$ cat src/rtl/rcs64_seq.sv
// rcs64_seq: sequential 64-bit ripple-borrow subtractor, d = a - b - bin.
// Resolves one 16-bit slice per clock with the borrow registered between
// slices. Operands and results move over valid/ready handshakes.
// Build option: define RCS64_SAT_EN to saturate d on signed overflow.
//
// state | meaning
// IDLE  | waiting for operands, in_ready=1
// CALC  | subtracting slice k (0..3), one slice per cycle
// DONE  | result held on d/bout/ovf, out_valid=1

module rcs64_seq #(
  parameter int W_SLICE = 16
) (
  input  logic        clk,
  input  logic        rst,
  input  logic [63:0] a,
  input  logic [63:0] b,
  input  logic        bin,
  input  logic        in_valid,
  output logic        in_ready,
  output logic [63:0] d,
  output logic        bout,
  output logic        ovf,
  output logic        out_valid,
  input  logic        out_ready
);

  typedef enum logic [1:0] {IDLE, CALC, DONE} state_t;

  state_t             state, state_nxt;
  logic [63:0]        a_r, b_r;
  logic               brw;
  logic [1:0]         k;
  logic [63:0]        d_r;
  logic               bout_r, ovf_r;
  logic [5:0]         lsb;
  logic [W_SLICE-1:0] a_k, b_k;
  logic [W_SLICE:0]   diff;
  logic               ovf_raw;

  // Slice operand select and 17-bit subtract; bit 16 of diff is the new borrow.
  // The slice base assumes 16-bit slices, the only supported width.
  always_comb begin
    lsb     = {k, 4'b0000};
    a_k     = a_r[lsb +: W_SLICE];
    b_k     = b_r[lsb +: W_SLICE];
    diff    = {1'b0, a_k} - {1'b0, b_k} - {{W_SLICE{1'b0}}, brw};
    ovf_raw = (a_r[63] != b_r[63]) && (diff[W_SLICE-1] != a_r[63]);
  end

  // State register.
  always_ff @(posedge clk) begin
    if (rst) state <= IDLE;
    else     state <= state_nxt;
  end

  // Next-state decode; handshake outputs depend on state (and rst) only.
  always_comb begin
    state_nxt = state;
    in_ready  = 1'b0;
    out_valid = 1'b0;
    case (state)
      IDLE: begin
        in_ready = !rst;
        if (in_valid) state_nxt = CALC;
      end
      CALC: begin
        if (k == 2'd3) state_nxt = DONE;
      end
      DONE: begin
        out_valid = 1'b1;
        if (out_ready) state_nxt = IDLE;
      end
      default: state_nxt = IDLE;
    endcase
  end

  // Operand capture, per-slice result/borrow registers and final flags.
  always_ff @(posedge clk) begin
    if (rst) begin
      a_r    <= '0;
      b_r    <= '0;
      brw    <= 1'b0;
      k      <= 2'd0;
      d_r    <= '0;
      bout_r <= 1'b0;
      ovf_r  <= 1'b0;
    end else begin
      case (state)
        IDLE: begin
          if (in_valid) begin
            a_r <= a;
            b_r <= b;
            brw <= bin;
            k   <= 2'd0;
          end
        end
        CALC: begin
          brw                  <= diff[W_SLICE];
          k                    <= k + 2'd1;
          d_r[lsb +: W_SLICE]  <= diff[W_SLICE-1:0];
          if (k == 2'd3) begin
            bout_r <= diff[W_SLICE];
            ovf_r  <= ovf_raw;
`ifdef RCS64_SAT_EN
            // Saturation replaces the whole word on the last slice edge,
            // so it adds no latency; flags keep reporting the raw result.
            if (ovf_raw)
              d_r <= a_r[63] ? 64'h8000_0000_0000_0000 : 64'h7FFF_FFFF_FFFF_FFFF;
`endif
          end
        end
        default: ;
      endcase
    end
  end

  assign d    = d_r;
  assign bout = bout_r;
  assign ovf  = ovf_r;

endmodule
$ cat config.mk
export PLATFORM = sky130hd
export DESIGN_NAME = rcs64_seq
export DESIGN_NICKNAME = d
export VERILOG_FILES = /design/src/rtl/rcs64_seq.sv
export SDC_FILE = /design/constraint.sdc
export NUM_CORES = 1
export LEC_CHECK = 0
export BUFFER_PORTS_ARGS = -buffer_cell sky130_fd_sc_hd__buf_2
export CAP_MARGIN = 25
export CORE_MARGIN = 3
export CORE_UTILIZATION = 55
export CTS_BUF_LIST = sky130_fd_sc_hd__clkbuf_8
export DETAILED_ROUTE_END_ITERATION = 6
export GPL_TIMING_DRIVEN = 0
export HOLD_SLACK_MARGIN = 0.12
export PLACE_DENSITY = 0.82
export SLEW_MARGIN = 5
export SYNTH_ARGS = -nofsm -noshare
export SYNTH_HDL_FRONTEND = slang
export SYNTH_SLANG_ARGS = --single-unit
$ cat constraint.sdc
create_clock -name clk -period 4.8 [get_ports clk]
set_input_delay 0 -clock clk [delete_from_list [all_inputs] [get_ports clk]]
set_output_delay 0 -clock clk [all_outputs]
set_load 0.02 [all_outputs]
# [After elaboration in Yosys (flattened, before gate mapping)]
# Index checks and enable logic that the tools add are counted.
[classes] addsub=4 n_eq_ne=8 shift=4 n_mux=11 n_reduce_logical=8
[op_table] op="64-bit by 7-bit indexed part select with 16-bit output" count=2
[op_table] op="64-bit bitwise mux" count=1
[op_table] op="16-bit by 8-bit variable shift with 64-bit output, first input constant" count=1
[op_table] op="16-bit by 8-bit indexed part select with 64-bit output" count=1
[op_table] op="16-bit by 16-bit subtractor with 17-bit output" count=1
[op_table] op="17-bit by 1-bit subtractor with 17-bit output" count=1
[op_table] op="2-bit 2-to-1 mux" count=4
[op_table] op="6-bit negation with 8-bit output" count=1
[op_table] op="2-bit != test, second input constant" count=3
[op_table] op="2-bit case mux with 3 select lines" count=1
[op_table] op="2-bit AND reduction" count=3
[op_table] op="2-bit equality test, second input constant" count=2
[op_table] op="2-bit case mux with 2 select lines" count=1
[op_table] op="1-bit 2-to-1 mux" count=3
[op_table] op="3-bit AND reduction" count=1
[op_table] op="2-bit by 1-bit adder with 2-bit output, second input constant" count=1
[op_table] op="2-bit by 1-bit equality test with 1-bit output, second input constant" count=1
[op_table] op="2-bit zero test" count=1
[op_table] op="1-bit != test" count=2
[op_table] op="1-bit case mux with 2 select lines" count=1
[op_table] op="2-bit nonzero test" count=1
[op_table] op="1-bit logical AND" count=1
[op_table] op="1-bit zero test" count=1
[totals] register_bits=199 inputBits=133 out_inout_bits=68 wordCells=43

# [Logic depth before layout (Yosys ltp)]
[depth] word_depth=5 mapped_depth=15 ltp_nobuf=12

# [Least setup slack after synthesis]
# No wires, ideal clock.
[synth_path] path_type="register to register" from="register k[1]" to="register brw" t_arrival_ns=3.815 t_required_ns=4.714 setup_slack_ns=0.899 path_stages_with_launch=15 path_buffers=3 period_less_slack_ns=3.901 path_cell_list="dfxtp_1 > buf_2 > buf_1 > clkbuf_1 > mux4_2 > ha_1 > inv_1 > ha_1 > a21o_1 > a311oi_2 > o311a_2 > o21ai_2 > a221oi_2 > xnor2_1 > a221oi_2"
[synth_between] elab_chain_cells=4 word_cells_on_any_way=5
[synth_lines] element="from (decl)" line="33" source="logic [1:0] k;"
[synth_lines] element="from (signal assigned)" line="100" source="k <= k + 2'd1;"
[synth_lines] element="64-bit by 7-bit indexed part select with 16-bit output (on tied branches)" line="45, 46"
[synth_lines] element="16-bit by 16-bit subtractor with 17-bit output *" line="47" source="diff = {1'b0, a_k} - {1'b0, b_k} - {{W_SLICE{1'b0}}, brw};"
[synth_lines] element="17-bit by 1-bit subtractor with 17-bit output *" line="47"
[synth_lines] element="1-bit case mux with 2 select lines *" line="89" source="case (state)"
[synth_lines] element="to (signal assigned)" line="94" source="brw <= bin;"
[synth_lines] element="to (signal assigned)" line="99" source="brw <= diff[W_SLICE];"
[synth_lines] element="to (decl)" line="32" source="logic brw;"
# Mark *: on every way between the ends. The rest lies on a longest branch, timed or not.
# A chain may end at the register's enable or synchronous reset.

# [Final worst setup path]
[layout_path] from="register k[0]" to="register d_r[30] (netlist: d[30])"
[layout_between] elab_chain_cells=5 word_cells_on_any_way=8
[layout_lines] element="64-bit by 7-bit indexed part select with 16-bit output (on tied branches)" line="45, 46"
[layout_lines] element="16-bit by 16-bit subtractor with 17-bit output" line="47"
[layout_lines] element="17-bit by 1-bit subtractor with 17-bit output" line="47"
[layout_lines] element="16-bit by 8-bit indexed part select with 64-bit output" line="101" source="d_r[lsb +: W_SLICE] <= diff[W_SLICE-1:0];"
[layout_lines] element="64-bit bitwise mux *" line="101"
[layout_lines] element="to (signal, indexed assignment)" line="101"
[layout_lines] element="to (decl)" line="34" source="logic [63:0] d_r;"
# Marked as above.

==> impl_metrics.json <==
{
  "status": "complete, no violations",
  "yosys_warnings": 0,
  "cp_max_fo": 10,
  "area_delta_synth_final_pct": 33.6,
  "p_switching_uw": 1240,
  "ff2ff_path_depth": 15,
  "yosysTopAreaCellShare_pct": 45.3,
  "required_ps": 5160,
  "synth_fp_nets": 1191,
  "antenna_found_initial": 2,
  "min_path_cells": 4,
  "cellPowerDensity_nw_per_um2": 321,
  "synthCells": 1022,
  "crit_chain": "buf_6 > clkbuf_2 > clkbuf_1 > mux4_2 > inv_1 > ha_1 > inv_1 > ha_1 > a21o_1 > a311oi_2 > o311a_2 > o21ai_2 > mux2i_1 > xnor2_1 > o21ai_0",
  "path_clk_slew_ps": 110,
  "first_iter_violations": 907,
  "nNetsFinal": 1543,
  "regArea_um2": 3980,
  "crit_family": "buffers and inverters",
  "vias": 9221,
  "netlist_area_um2": 8790,
  "synth.distinct_cells": 48,
  "chipHeight_um": 132,
  "dp_hpwl_um": 18900,
  "power_uw": 3770,
  "hold_viol": 0,
  "cts_setup_buffers": 0,
  "rsz0062_at_grt": "no",
  "wl_um": 30300,
  "numClockSinks": 199,
  "first_pass_iters": 6,
  "post-route-min-period_ps": 4510,
  "wl_per_cell_um": 18.9,
  "cts_buffer_depth": 2,
  "avgSynthCellArea_um2": 8.60,
  "gp_congestion": 0.882,
  "internal-power_uw": 2530,
  "ys_top_cells_by_area": "dfxtp_1 (45%), nand2_1 (12%), a21oi_1 (8.0%)",
  "ys.flop_type": "dfxtp_1",
  "row_count": 45,
  "drc": 0,
  "port_buffers": 200,
  "crit_path_top_delay_cell": "clkbuf_1",
  "finalSetupViolCount": 0,
  "grt_use_total_pct": 34.7,
  "grt_pass1_wl_um": 47700,
  "critPathKind": "flop to flop",
  "initial_core_util_pct": 57.0,
  "grt_max_degree": 17,
  "async_reset_ff_share_pct": 0,
  "numCtsBuffers": 17,
  "grt_pass1_vias": 9217,
  "die_area_um2": 17500,
  "clock_latency_ps": 490,
  "cap_violations": 0,
  "cts_tree": "yes",
  "fp.coreArea_um2": 15400,
  "fillCellCount": 1031,
  "routed_via_density": 5.76,
  "die_width_um": 132,
  "switching_share_pct": 32.9,
  "critical_path_depth": 15,
  "hold_class": "primary input to flop",
  "final_cells": 1600,
  "pwr-share-seq_pct": 47.2,
  "max_freq_mhz": 221,
  "ctsHtreeMaxLevel": 4,
  "antenna_left": 0,
  "p_leak_uw": 0.00495,
  "synth_edf_count": 0,
  "vdd_drop_max_v": 0.000255,
  "worst_pin_slew_ps": 809,
  "cp-start-kind": "flop",
  "slowest_delay_ps": 540,
  "fin_worst_skew_ps": 18.0,
  "ys_seq_area_share_pct": 45.3,
  "clock-root-buffer": "clkbuf_8",
  "ys_ff_latch": 199,
  "post-route-period-util_pct": 94.1,
  "cp_num_buf_inv": 5,
  "slew_headroom_pct": 46.0,
  "endpoint_kind": "flop",
  "arrival_ps": 4870,
  "grt_overflow": 0,
  "power.share.combinational_pct": 26.4,
  "ios": 201,
  "synth_top_cell_by_area": "dfxtp_1",
  "drive_gt1_share_pct": 20.4,
  "placed_cells": 1433,
  "multiInputGateArea_um2": 4340,
  "clkPwrFrac_pct": 26.5,
  "drv_slew": 0
}
==> per-layer routing <==
metal  vias up  GRT usage [%]  wire length (um)
met2       645           57.0             14400
met3       153           7.53              3090
met1      4270           42.4             11000
met5         -              0                 0
li1       4153              -                 -
met4         0           19.5              1750
==> placed cells by master (no fill, tap or decap), types with 4 or more instances in the layout <==
master,instances
dfxtp_1,199
clkbuf_8,17
o21bai_1,4
xnor2_1,12
nand2b_1,6
a22oi_1,49
ha_1,34
clkbuf_1,53
inv_1,57
nand2_1,275
dlygate4sd3_1,133
clkinvlp_4,6
nand3b_1,16
nor2_1,64
a21oi_1,140
o21ai_0,22
mux2i_1,4
buf_2,208
mux4_2,31
==> worst reg2reg max path, cell delays in order, from the launching register on <==
cell and delay [ps]:
dfxtp_1 420, buf_6 200, clkbuf_2 360, clkbuf_1 550, mux4_2 470, inv_1 90
ha_1 220, inv_1 60, ha_1 280, a21o_1 210, a311oi_2 360, o311a_2 260
o21ai_2 100, mux2i_1 170, xnor2_1 440, o21ai_0 190
==> registers in the layout (all words and copies together) (netlist names) <==
name   cells
a_r       64
ovf        1
b_r       64
k          2
state      2
d         64
bout       1
brw        1
==> worst paths after layout <==
check	from	end	slack (ps)
hold / removal	a[5]	a_r[5]	290
hold reg to reg	a_r[50]	a_r[50]	460
setup reg to reg	k[0]	d[30]	290
setup / recovery	k[0]	d[30]	290
==> synth_stat cells (2+ instances only) <==
cell,n
nor2b_1,3
buf_1,5
clkbuf_1,54
a21oi_1,140
nand3_1,3
a21boi_0,2
xnor2_1,12
nor2_1,64
a22oi_1,49
nor4b_1,3
nand3b_1,16
a31oi_1,2
nand2b_1,6
o21a_1,2
a221oi_2,2
inv_1,53
mux4_2,31
dfxtp_1,199
mux2i_1,4
ha_1,34
xor2_1,3
o21bai_1,4
o21ai_0,22
fa_1,2
mux2i_2,2
buf_2,7
nor3_1,3
nand2_1,275
==> through the flow <==
step                      cell area, um^2  TNS (ps)  hold slack [ps]  utilization (%)  setup slack [ps]
after floorplan                      8790         0              136                -               899
after global placement              10100         0              244             65.2              51.1
after detailed placement            10100     -78.8              246             65.2             -36.1
after CTS                           11700         0              272             76.1              86.1
after global routing                11700         0              297             76.1              54.8
final                               11700         0              292             76.1               285
==> timing repair <==
action,CTS,global route
hold buffers,133,0
hold endpoints to repair,143,0
gates resized for setup,2,6
setup endpoints to repair,5,19
==> layout make-up <==
| type | instances | share of cell area, % |
|---|---|---|
| timing repair buffer | 333 | 19.9 |
| antenna | 2 | 0.0426 |
| inverter | 53 | 1.69 |
| multi-input combinational | 703 | 36.9 |
| clock buffer | 17 | 1.99 |
| tap | 211 | 2.25 |
| clock inverter | 15 | 1.00 |
| sequential | 199 | 33.9 |
| buffer | 67 | 2.31 |
==> kinds of logic (layout without fill, tap and decap cells) <==
group                    Yosys count  after routing  share of synthesized area (%)
buffers and inverters            120            485                           5.31
adder cells (fa/ha/maj)           36             36                           5.30
XOR/XNOR                          15             15                           1.49
multiplexers                      38             38                           8.97
AND/OR/NAND/NOR                  379            379                           17.6
flip-flops                       199            199                           45.3
AO/OA/AOI/OAI                    235            235                           16.0
other                              0              2                              0
==> power groups by stage <==
stage	sequential [uW]	combinational, uW	clock (uW)
5_1_grt	1790	1080	1060
6_report	1780	994	999
3_3_place_gp	1810	852	0
2_1_floorplan	1810	583	0
3_5_place_dp	1810	868	0
4_1_cts	1770	956	980
No activity file was read; power rests on OpenSTA's default activity.
